[config.mk]
export PLATFORM = sky130hd
export DESIGN_NAME = regfile_mp
export DESIGN_NICKNAME = d
export VERILOG_FILES = /design/src/rtl/regfile_mp.sv
export SDC_FILE = /design/constraint.sdc
export NUM_CORES = 1
export LEC_CHECK = 0
export ABC_AREA = 1
export BUFFER_PORTS_ARGS = -buffer_cell sky130_fd_sc_hd__buf_4
export CAP_MARGIN = 20
export CORE_MARGIN = 1
export CORE_UTILIZATION = 40
export CTS_CLUSTER_DIAMETER = 80
export DETAILED_ROUTE_END_ITERATION = 8
export HOLD_SLACK_MARGIN = 0.08
export SETUP_SLACK_MARGIN = 0.2
export SYNTH_ARGS = -nofsm -noshare
export SYNTH_HDL_FRONTEND = slang
export SYNTH_SLANG_ARGS = --single-unit
[constraint.sdc]
create_clock -name clk -period 1.7 [get_ports clk]
set_clock_uncertainty 0.1 [all_clocks]
set_input_delay 0.17 -clock clk [delete_from_list [all_inputs] [get_ports clk]]
set_output_delay 0.17 -clock clk [all_outputs]
set_load 0.005 [all_outputs]
[src/rtl/regfile_mp.sv]
// Parametrised multi-port register file with scoreboard bits and a clear engine.
// Optional condition codes output enabled by defining REGFILE_CC_EN.
module regfile_mp #(
  parameter int WIDTH  = 16,
  parameter int DEPTH  = 8,
  parameter bit BYPASS = 1'b1,
  localparam int AW    = $clog2(DEPTH)
) (
  input  logic             clk,
  input  logic             reset_n,
  input  logic             ld_reg,
  input  logic [AW-1:0]    DR,
  input  logic [WIDTH-1:0] global_data,
  input  logic [AW-1:0]    SR1,
  input  logic [AW-1:0]    SR2,
  output logic [WIDTH-1:0] SR1_OUT,
  output logic [WIDTH-1:0] SR2_OUT,
  input  logic             issue_vld,
  input  logic [AW-1:0]    issue_dr,
  output logic             SR1_PEND,
  output logic             SR2_PEND,
  input  logic             clr_start,
`ifdef REGFILE_CC_EN
  output logic [2:0]       cc_nzp,
`endif
  output logic             clr_busy
);

  typedef enum logic {IDLE, CLEAR} state_t;

  state_t            state_q;
  logic [AW-1:0]     cnt_q;
  logic              busy_q;
  logic [WIDTH-1:0]  regs_q [DEPTH];
  logic [WIDTH-1:0]  regs_d [DEPTH];
  logic [DEPTH-1:0]  pend_q;
  logic [DEPTH-1:0]  pend_d;
  logic              wr_en;
  logic              iss_en;
  logic              byp1;
  logic              byp2;

  assign wr_en  = ld_reg && (state_q == IDLE);
  assign iss_en = issue_vld && (state_q == IDLE);
  assign byp1   = BYPASS && wr_en && (SR1 == DR);
  assign byp2   = BYPASS && wr_en && (SR2 == DR);

  assign SR1_OUT  = byp1 ? global_data : regs_q[SR1];
  assign SR2_OUT  = byp2 ? global_data : regs_q[SR2];
  // A same-cycle reissue to the register keeps it pending.
  assign SR1_PEND = (byp1 && !(iss_en && issue_dr == SR1)) ? 1'b0 : pend_q[SR1];
  assign SR2_PEND = (byp2 && !(iss_en && issue_dr == SR2)) ? 1'b0 : pend_q[SR2];
  assign clr_busy = busy_q;

  always_comb begin
    regs_d = regs_q;
    pend_d = pend_q;
    if (state_q == CLEAR) begin
      regs_d[cnt_q] = '0;
      pend_d[cnt_q] = 1'b0;
    end else begin
      if (wr_en) begin
        regs_d[DR] = global_data;
        pend_d[DR] = 1'b0;
      end
      if (iss_en) pend_d[issue_dr] = 1'b1;
    end
  end

  always_ff @(posedge clk or negedge reset_n) begin
    if (!reset_n) begin
      for (int i = 0; i < DEPTH; i++) regs_q[i] <= '0;
      pend_q <= '0;
    end else begin
      regs_q <= regs_d;
      pend_q <= pend_d;
    end
  end

  always_ff @(posedge clk or negedge reset_n) begin
    if (!reset_n) begin
      state_q <= IDLE;
      cnt_q   <= '0;
      busy_q  <= 1'b0;
    end else begin
      unique case (state_q)
        IDLE: begin
          if (clr_start) begin
            state_q <= CLEAR;
            cnt_q   <= '0;
            busy_q  <= 1'b1;
          end
        end
        CLEAR: begin
          if (cnt_q == AW'(DEPTH - 1)) begin
            state_q <= IDLE;
            cnt_q   <= '0;
            busy_q  <= 1'b0;
          end else begin
            cnt_q <= cnt_q + 1'b1;
          end
        end
        default: state_q <= IDLE;
      endcase
    end
  end

`ifdef REGFILE_CC_EN
  logic [2:0] cc_q;
  logic [2:0] cc_d;

  always_comb begin
    cc_d = cc_q;
    if (wr_en)
      cc_d = {global_data[WIDTH-1],
              global_data == '0,
              !global_data[WIDTH-1] && (global_data != '0)};
  end

  always_ff @(posedge clk or negedge reset_n) begin
    if (!reset_n) cc_q <= 3'b010;
    else          cc_q <= cc_d;
  end

  assign cc_nzp = cc_q;
`endif

endmodule
==> results of run 1 <==
==> through the flow <==
stage / setup TNS, ps / util, % / power, mW / hold slack (ps)
3_3_place_gp: 0 / 46.8 / 10.4 / -52.2
5_1_grt: -19490 / 57.7 / 17.5 / 174
3_5_place_dp: 0 / 46.8 / 10.5 / -51.6
6_report: -14480 / 57.7 / 16.6 / 167
4_1_cts: -9640 / 53.6 / 15.5 / 159
2_1_floorplan: 0 / - / 8.45 / -226
==> Yosys cell counts (all sizes together) <==
| master | n |
|---|---|
| inv | 171 |
| ha | 2 |
| or2 | 1 |
| o22ai | 97 |
| a21oi | 18 |
| nand2 | 433 |
| nand3 | 246 |
| nor2 | 20 |
| clkbuf | 37 |
| nand4 | 18 |
| clkinv | 2 |
| buf | 40 |
| dfrtp | 141 |
| o21ai | 38 |
==> layer usage <==
metal | share of wire (%) | track usage (%) | vias to the layer above
li1 | - | - | 4359
met1 | 41 | 44.4 | 4665
met2 | 46 | 51.0 | 623
met3 | 11 | 6.30 | 91
met4 | 3.1 | 12.0 | 0
met5 | 0 | 0 | -
==> final timing paths <==
check,slack (ps),startpoint,cells after the start,end
max,-390,state_q,9,SR1_OUT[5]
min,170,DR[1],4,regs_q[83]
max reg2reg,-100,state_q,9,regs_q[51]
min reg2reg,410,regs_q[32],2,regs_q[32]
max in group asynchronous,310,reset_n,3,regs_q[102]
min in group asynchronous,220,reset_n,3,regs_q[55]
==> flip-flops by register name (all words and copies together), names as in the netlist <==
| signal | count |
|---|---|
| clr_busy | 1 |
| cnt_q | 3 |
| pend_q | 8 |
| regs_q | 128 |
| state_q | 1 |
==> area by class of cell <==
| type | count | area [sq um] |
|---|---|---|
| inverters | 173 | 654 |
| well taps | 275 | 344 |
| repair buffers | 174 | 1980 |
| clock inverters | 11 | 163 |
| fillers | 1945 | 8910 |
| multi-input cells | 874 | 5030 |
| clock buffers | 21 | 470 |
| flip-flops and latches | 141 | 3530 |
==> power groups by stage <==
| stage | combinational (mW) | clock, mW | sequential [mW] |
|---|---|---|---|
| after floorplan | 3.56 | 0 | 4.90 |
| after global placement | 5.39 | 0 | 5.00 |
| after detailed placement | 5.47 | 0 | 5.04 |
| after CTS | 6.45 | 4.08 | 4.99 |
| after global routing | 8.11 | 4.23 | 5.11 |
| final | 7.52 | 4.07 | 5.01 |
==> worst max-delay path: stages, from the launching register on <==
cell and delay, ps:
dfrtp_2 470, clkinv_4 80, nand2_4 60, nor2_1 110
nand2_1 120, nor2_4 160, buf_12 160, nand2_1 60
nand2_1 80, buf_4 110
==> kinds of logic (layout without fill, tap and decap cells) <==
kind of cell / after synthesis / after routing / share of synthesized area [%]
simple gates: 718 / 719 / 36.4
buf+inv: 250 / 379 / 12.0
compound gates: 153 / 153 / 10.5
flops: 141 / 141 / 40.9
fa+ha+maj: 2 / 2 / 0.290
==> repair_timing <==
action / in CTS / in global routing
hold endpoints to repair: 186 / 0
gates cloned: 4 / 3
buffers inserted: 7 / 7
pin swaps: 23 / 27
gates resized for setup: 129 / 152
hold buffers: 24 / 0
setup endpoints to repair: 170 / 171
==> summary.md, run 1 <==
| Metric | Value |
|---|---|
| Outcome | `finished with violations` |
| Violated checks | `setup timing` |
| Slew @ Worst Pin | `approximately 560 ps` |
| Area Growth Syn to Fin | `41.1%` |
| Sw frac | `a little under two fifths` |
| Yosys warning total | `0` |
| Sequential share of power | `30.2%` |
| Placer Congestion | `0.895` |
| Synth cell types | `28` |
| # rows | `53` |
| Switching pwr | `6.36 mW` |
| Syn_area_per_cell | `between 6 and 7 sq um` |
| Gr usage total | `about a third` |
| First DRT Iteration DRCs | `approximately 1000` |
| Crit-path max FO | `10` |
| RSZ-0062 raised after global routing | `true` |
| CTS tree | `yes` |
| Largest cells by area after synthesis | `dfrtp_1, nand2_1, nand3_1` |
| Dpl hpwl | `20.9 mm` |
| Most frequent cells in the layout | `nand2_1, nand3_1, inv_1, dfrtp_1, buf_4` |
| Final hold viol count | `0` |
| WL/cell | `~22 microns` |
| Port Buf Inserts | `67` |
| Post-Syn Nets | `about 1300` |
| Drt total wl | `roughly 36 mm` |
| Pre-CTS WS | `37.1 ps` |
| MaxCap Viol Count | `0` |
| Nets@finish | `~1400` |
| Fraction of layout cells with a size suffix above 1 | `between 20% and 30%` |
| Int Power | `10.2 mW` |
| Period utilisation layout | `123%` |
| DRC viols | `0` |
| Vias | `slightly below 10000` |
| Global route overflow | `0` |
| Crit Path Category | `reg2out` |
| Core area | `~21000 sq um` |
| Vias per cell | `about 5.8` |
| CP arrival | `1820 ps` |
| Maximum vdd drop | `slightly below 1000 uV` |
| Worst skew pair latency | `around 420 ps` |
| Worst-case clock buffer depth | `2` |
| Antenna-violating nets left | `0` |
| Pwr Density | `1360 nW/um^2` |
| First-pass GRT wire length | `53.8 mm` |
| Full die area | `about 22000 sq um` |
| # IOs | `68` |
| Leak pwr | `a little over 6 nW` |
| Hold Path Class | `in2reg` |
| Largest net degree at the start of global routing | `68` |
| Num CTS Buffers | `17` |
| Most common cell after layout, fill and taps aside | `nand2_1` |
| Max Clk Rate | `between 0.4 and 0.5 GHz` |
| First-pass iteration count of the detailed router | `6` |
| Fin. max-slew vios | `0` |
| Initial Utilization | `roughly two fifths` |
| Area after DPL | `between 9000 and 10000 sq um` |
| H-tree depth | `4` |
| Vias in the first global route | `between 9000 and 10000` |
| Final worst slack | `-392 ps` |
| Leading area contributor after synthesis | `dfrtp_1` |
| Critical Path RT | `between 1000 and 1500 ps` |
| Post-synthesis cell count | `around 1300` |
| Mapped Area | `between 8000 and 9000 sq um` |
| CTS root buf | `clkbuf_16` |
| Clk pwr share | `24.5%` |
| Worst setup EP type | `primary output` |
| Antenna violations before repair | `0` |
| Placed insts | `between 1500 and 2000` |
| Sequential share of the synthesized area | `40.9%` |
| Inserted Diodes | `0` |
| Number of clock sinks | `roughly 140` |
| Rel. slew slack | `between 60% and 70%` |
| Die Y | `~150 microns` |
| Critical path launch point type | `flip-flop` |
| Yosys top cell area share | `between 40% and 50%` |
| Die X | `149 microns` |
| Final Cell Area | `between 10000 and 15000 sq um` |
| Combinational power share | `roughly 45%` |
| Final Instance Count excl. Fillers | `1669` |
| Final setup viols | `96` |
| Clk slew on worst S/H paths | `about 60 ps` |
| Minimum clock period | `between 2000 and 2500 ps` |
| #FFs+latches synth | `roughly 140` |
(Power assumes the default switching activity.)
==> inputs of run 2 (changes only) <==
Settings changed: CELL_PAD_IN_SITES_DETAIL_PLACEMENT from default to 0, CELL_PAD_IN_SITES_GLOBAL_PLACEMENT from default to 1, PLACE_DENSITY_LB_ADDON from default to 0.1.
==> run 2 against run 1 <==
  * The run still ends with setup timing left
  * Setup slack better by 19 ps
  * Combinational power decreased by 3%
  * Clock power fell by 5%
  * Core utilization rose by 0.76 points
  * Routed wire length rose by 3.8%
  * Cell count rose by 2.0%
  * First-iteration DRC count shrank 20%
  * Largest cell class unchanged
==> summary.md, run 2 (same netlist as run 1, synthesis figures left out) <==
| Metric | Value |
|---|---|
| Outcome | `finished with violations (unchanged)` |
| Violated checks | `setup timing (unchanged)` |
| Critical Path RT | `1430 ps (about the same)` |
| Critical path launch point type | `flip-flop (unchanged)` |
| Most frequent cells in the layout | `nand2_1, nand3_1, inv_1, dfrtp_1, buf_4 (unchanged)` |
| Global route overflow | `0 (unchanged)` |
| Hold Path Class | `in2async (was in2reg)` |
| H-tree depth | `4 (unchanged)` |
| Core area | `21100 sq um (unchanged)` |
| Die Y | `149 microns (unchanged)` |
| Area Growth Syn to Fin | `42.9% (was 41.1%)` |
| Worst-case clock buffer depth | `2 (unchanged)` |
| Antenna-violating nets left | `0 (unchanged)` |
| Fin. max-slew vios | `0 (unchanged)` |
| R2R cell count | `11 (was 9)` |
| Dpl hpwl | `22.4 mm (was 20.9 mm)` |
| Worst path max stage delay | `460 ps (was 470 ps)` |
| WL/cell | `22.0 microns (was 21.6 microns)` |
| Largest register FFs | `128 (unchanged)` |
| CP arrival | `1800 ps (was 1820 ps)` |
| MaxCap Viol Count | `0 (unchanged)` |
| Maximum vdd drop | `701 uV (was 968 uV)` |
| CP max-delay cell | `dfrtp_2 (unchanged)` |
| First DRT Iteration DRCs | `832 (was 1040)` |
| CP top delay family | `simple AND/OR/NAND/NOR gates (unchanged)` |
| Crit path cell chain | `nor2_8 > nand2_4 > nor2_4 > nand2_4 > buf_8 > nand3_4 > nand2_2 > buf_6 (was clkinv_4 > nand2_4 > nor2_1 > nand2_1 > nor2_4 > buf_12 > nand2_1 > nand2_1 > buf_4)` |
| First-pass iteration count of the detailed router | `6 (unchanged)` |
| Slew @ Worst Pin | `449 ps (was 561 ps)` |
| Vias | `9521 (was 9738)` |
| Number of clock sinks | `141 (unchanged)` |
| # IOs | `68 (unchanged)` |
| First-pass GRT wire length | `56.2 mm (was 53.8 mm)` |
| Minimum clock period | `2070 ps (was 2090 ps)` |
| Register area | `3530 sq um (unchanged)` |
| Initial Utilization | `40.9% (unchanged)` |
| Pwr Density | `1310 nW/um^2 (was 1360 nW/um^2)` |
| Period utilisation layout | `122% (was 123%)` |
| Nets@finish | `1450 (was 1416)` |
| Vias in the first global route | `9088 (was 9209)` |
| Port Buf Inserts | `67 (unchanged)` |
| Bufs and invs on worst path | `2 (was 3)` |
| Crit Path Category | `reg2out (unchanged)` |
| Final worst slack | `-373 ps (was -392 ps)` |
| Vias per cell | `5.59 (was 5.83)` |
| Fillcell total | `1977 (was 1945)` |
| Clk slew on worst S/H paths | `70 ps (was 60 ps)` |
| Critical path depth in cells | `8 (was 9)` |
| Most common cell after layout, fill and taps aside | `nand2_1 (unchanged)` |
| Antenna violations before repair | `0 (unchanged)` |
| Worst skew pair latency | `430 ps (was 420 ps)` |
| Die X | `149 microns (unchanged)` |
| RSZ-0062 raised after global routing | `true (unchanged)` |
| Final setup viols | `149 (was 96)` |
| Cell mode on critical path | `nand2_4 (was nand2_1)` |
| # rows | `53 (unchanged)` |
| Max Clk Rate | `0.482 GHz (was 0.478 GHz)` |
| CTS root buf | `clkbuf_16 (unchanged)` |
| Leak pwr | `6.19 nW (was 6.05 nW)` |
| Area of the multi-input gates | `4760 sq um (was 5030 sq um)` |
| Biggest regs | `regs_q x128, pend_q x8, cnt_q x3 (unchanged)` |
| Rel. slew slack | `70.0% (was 62.5%)` |
| Drt total wl | `37.4 mm (was 36.0 mm)` |
| Gr usage total | `34.7% (was 32.5%)` |
| Inserted Diodes | `0 (unchanged)` |
| Placer Congestion | `0.864 (was 0.895)` |
| Num CTS Buffers | `17 (unchanged)` |
| DRC viols | `0 (unchanged)` |
| Crit-path max FO | `6 (was 10)` |
| Total power draw | `16.2 mW (was 16.6 mW)` |
| Final Instance Count excl. Fillers | `1703 (was 1669)` |
| Placed insts | `1617 (was 1592)` |
| Largest net degree at the start of global routing | `55 (was 68)` |
| CTS tree | `yes (unchanged)` |
| Full die area | `22200 sq um (unchanged)` |
| Most flop-heavy register | `regs_q (unchanged)` |
| Worst setup EP type | `primary output (unchanged)` |
| Final hold viol count | `0 (unchanged)` |
| Fraction of layout cells with a size suffix above 1 | `26.5% (was 27.3%)` |
run 2: changes by cell type in the layout (fill, tap and decap cells not counted), sizes merged:
cell | before | now
clkinvlp | 0 | 4
nand2 | 434 | 433
clkinv | 9 | 6
buf | 148 | 187
inv | 171 | 175
clkbuf | 23 | 18
dlygate4sd3 | 24 | 22
bufinv | 4 | 2
run 2: path summary, 6_finish.rpt:
| check | startpoint | to | slack (ps) |
|---|---|---|---|
| max in group asynchronous | reset_n | regs_q[125] | 760 |
| hold reg to reg | regs_q[70] | regs_q[70] | 430 |
| setup reg to reg | state_q | regs_q[85] | -190 |
| hold / removal | reset_n | regs_q[74] | 140 |
| min in group clk | issue_vld | pend_q[1] | 180 |
| setup / recovery | state_q | SR1_OUT[0] | -370 |
run 2: through the flow:
step / instance area [sq um] / worst slack [ps] / utilization [%] / setup TNS (ps) / hold WS, ps
2_1_floorplan: 8640 / 209 / - / 0 / -226
3_3_place_gp: 10100 / -21.0 / 48.0 / -92.4 / 25.4
3_5_place_dp: 10100 / -12.8 / 48.0 / -49.9 / 30.0
4_1_cts: 12100 / -374 / 57.3 / -13770 / 146
5_1_grt: 12300 / -431 / 58.5 / -29850 / 164
6_report: 12300 / -373 / 58.5 / -22310 / 138
run 2: power by group:
| part | switching [mW] | total, mW | leakage (nW) | internal, mW |
|---|---|---|---|---|
| sequential | 0.408 | 4.98 | 1.91 | 4.57 |
| combinational | 4.22 | 7.32 | 4.00 | 3.10 |
| clock | 1.65 | 3.88 | 0.280 | 2.23 |
| total | 6.28 | 16.2 | 6.19 | 9.89 |
run 2: layer usage:
layer / global-route usage [%] / share of wire (%) / vias to the layer above
li1: - / - / 4427
met1: 47.6 / 43 / 4554
met2: 53.2 / 46 / 460
met3: 6.24 / 8.0 / 80
met4: 15.3 / 3.4 / 0
met5: 0 / 0 / -
run 2: cell type report:
class	count	share of cell area [%]
clock buffer	18	3.56
clock inverter	14	1.27
inverter	173	5.35
multi-input combinational	873	38.6
sequential	141	28.6
tap	275	2.79
timing repair buffer	209	19.8
run 2: timing repair:
item                                    CTS  global route
hold endpoints to repair                186             0
gates resized for setup                 178            61
cloned                                    9             0
buffers inserted                         21             2
pin swaps                                34            12
endpoints found under the setup margin  135           172
hold buffers                             22             0
==> inputs of run 3 (changes only) <==
Settings changed: SKIP_CTS_REPAIR_TIMING from default to 1.
==> run 3 against run 2 <==
  * Cell count decreased by 0.82%
  * Via count decreased by 1.1%
  * Combinational power decreased by 4.5%
  * Fmax decreased by 1.7%
  * Sequential power about the same
  * Hold slack got worse by 93 ps
  * Critical endpoint is now SR1_OUT[14]
  * The flow still finishes with violations (setup timing)
  * Critical path depth decreased by 1
  * Setup slack got worse by 35 ps
==> summary.md, run 3 (same netlist as run 1, synthesis figures left out) <==
| Metric | Value |
|---|---|
| Outcome | `finished with violations (unchanged)` |
| Violated checks | `setup timing (unchanged)` |
| Area Growth Syn to Fin | `36.8% (was 42.9%)` |
| Worst-case clock buffer depth | `2 (unchanged)` |
| Most frequent cells in the layout | `nand2_1, nand3_1, inv_1, dfrtp_1, buf_4 (unchanged)` |
| Global route overflow | `0 (unchanged)` |
| Vias | `9415 (was 9521)` |
| Crit Path Category | `reg2out (unchanged)` |
| H-tree depth | `4 (unchanged)` |
| Leak pwr | `5.98 nW (was 6.19 nW)` |
| # rows | `53 (unchanged)` |
| CP max-delay cell | `dfrtp_2 (unchanged)` |
| Most common cell after layout, fill and taps aside | `nand2_1 (unchanged)` |
| MaxCap Viol Count | `0 (unchanged)` |
| Port Buf Inserts | `67 (unchanged)` |
| Placer Congestion | `0.864 (unchanged)` |
| Inserted Diodes | `0 (unchanged)` |
| Worst skew pair latency | `430 ps (about the same)` |
| CP arrival | `1840 ps (was 1800 ps)` |
| Slew @ Worst Pin | `446 ps (was 449 ps)` |
| Num CTS Buffers | `17 (unchanged)` |
| Largest register FFs | `128 (unchanged)` |
| Pwr Density | `1340 nW/um^2 (was 1310 nW/um^2)` |
| Max Clk Rate | `0.474 GHz (was 0.482 GHz)` |
| Hold path depth | `4` |
| CTS root buf | `clkbuf_16 (unchanged)` |
| Worst Hold End | `pend_q[1]` |
| Fin util | `56.0% (was 58.5%)` |
| Switching pwr | `6.16 mW (was 6.28 mW)` |
| Fillcell total | `2041 (was 1977)` |
| Sw frac | `38.9% (about the same)` |
| Fin. max-slew vios | `0 (unchanged)` |
| Crit path cell chain | `nor2_8 > nand2_1 > nor2_2 > nand2_4 > nand3_1 > nand2_1 > buf_4 (was nor2_8 > nand2_4 > nor2_4 > nand2_4 > buf_8 > nand3_4 > nand2_2 > buf_6)` |
| Hold Path Class | `in2reg (was in2async)` |
| Final worst slack | `-408 ps (was -373 ps)` |
| Initial Utilization | `40.9% (unchanged)` |
| Full die area | `22200 sq um (unchanged)` |
| Worst setup EP type | `primary output (unchanged)` |
| First DRT Iteration DRCs | `860 (was 832)` |
| Nets@finish | `1436 (was 1450)` |
| Clk pwr share | `24.5% (was 24.0%)` |
| Drt total wl | `36.1 mm (was 37.4 mm)` |
| R2R setup slack | `20 ps (was -190 ps)` |
| Gr usage total | `32.1% (was 34.7%)` |
| Maximum vdd drop | `649 uV (was 701 uV)` |
| R2R cell count | `6 (was 11)` |
| Critical Path RT | `1430 ps (about the same)` |
| FF-to-FF End | `regs_q[76] (was regs_q[85])` |
| Worst reg2reg startpoint | `state_q (unchanged)` |
| Antenna violations before repair | `1 (was 0)` |
| Final setup viols | `34 (was 149)` |
| Vias in the first global route | `8642 (was 9088)` |
| CTS tree | `yes (unchanged)` |
| Number of clock sinks | `141 (unchanged)` |
| Setup TNS | `-11770 ps (was -22310 ps)` |
| Antenna-violating nets left | `0 (unchanged)` |
| Total power draw | `15.8 mW (was 16.2 mW)` |
| Largest net degree at the start of global routing | `55 (unchanged)` |
| WHS | `44.5 ps (was 138 ps)` |
| Minimum clock period | `2110 ps (was 2070 ps)` |
| Fraction of layout cells with a size suffix above 1 | `23.1% (was 26.5%)` |
| First-pass GRT wire length | `52.5 mm (was 56.2 mm)` |
| Area after DPL | `10100 sq um (unchanged)` |
| Core area | `21100 sq um (unchanged)` |
| Biggest regs | `regs_q x128, pend_q x8, cnt_q x3 (unchanged)` |
| Clk slew on worst S/H paths | `60 ps (was 70 ps)` |
| Die X | `149 microns (unchanged)` |
| Final hold viol count | `0 (unchanged)` |
| Vias per cell | `5.57 (was 5.59)` |
| Final Cell Area | `11800 sq um (was 12300 sq um)` |
| Combinational power share | `44.2% (was 45.2%)` |
| Period utilisation layout | `124% (was 122%)` |
| Die Y | `149 microns (unchanged)` |
| # IOs | `68 (unchanged)` |
| Bufs and invs on worst path | `1 (was 2)` |
| Cell mode on critical path | `nand2_1 (was nand2_4)` |
| RSZ-0062 raised after global routing | `true (unchanged)` |
| Int Power | `9.67 mW (was 9.89 mW)` |
| CP top delay family | `simple AND/OR/NAND/NOR gates (unchanged)` |
| Dpl hpwl | `22.4 mm (unchanged)` |
| Min-delay src | `issue_dr[1]` |
| Worst path max stage delay | `460 ps (about the same)` |
| Rel. slew slack | `70.3% (was 70.0%)` |
| Crit-path max FO | `5 (was 6)` |
| Critical path launch point type | `flip-flop (unchanged)` |
| DRC viols | `0 (unchanged)` |
| First-pass iteration count of the detailed router | `5 (was 6)` |
| WL/cell | `21.3 microns (was 22.0 microns)` |
| Most flop-heavy register | `regs_q (unchanged)` |
| Sequential share of power | `31.4% (was 30.8%)` |
-- run 3: cell types whose count changed in the layout (fill, tap and decap cells not counted), sizes merged --
| cell | before | now |
|---|---|---|
| buf | 187 | 168 |
| clkbuf | 18 | 23 |
-- run 3: worst max-delay path by stage --
stage	startpoint	depth (start not counted)	to	slack [ps]
after floorplan	state_q	9	SR1_OUT[10]	210
final	state_q	7	SR1_OUT[14]	-410
after global routing	state_q	10	SR2_OUT[10]	-460
after CTS	state_q	8	SR1_OUT[3]	-480
after global placement	state_q	8	SR1_OUT[4]	-20
after detailed placement	state_q	8	SR1_OUT[3]	-10
-- run 3: through the flow --
step,setup slack [ps],cells
5_1_grt,-460,1689
4_1_cts,-477,1649
6_report,-408,1689
2_1_floorplan,209,1264
3_5_place_dp,-12.8,1617
3_3_place_gp,-21.0,1617
-- run 3: per-layer routing --
layer,wire length [microns],track usage [%]
met1,15700,45.2
met5,0,0
met2,16300,49.2
met4,1020,11.7
met3,3070,5.72
-- run 3: power by group through the flow --
stage	logic (mW)	clock network, mW	registers (mW)
final	6.99	3.87	4.97
after global routing	7.59	4.06	5.09
after floorplan	3.56	0	4.90
after detailed placement	5.71	0	5.00
after global placement	5.67	0	4.98
after CTS	5.74	3.90	4.95
-- run 3: worst min-delay path, cell delays in order --
cell and delay (ps):
buf_4 100, inv_1 100, nand4_1 110, a21oi_1 60
-- run 3: cell type report --
cell class,count,area [sq um],area share [%]
multi-input cells,873,4590,38.8
flip-flops and latches,141,3530,29.9
repair buffers,195,2090,17.7
inverters,173,654,5.54
clock buffers,18,439,3.72
well taps,275,344,2.91
clock inverters,14,156,1.32
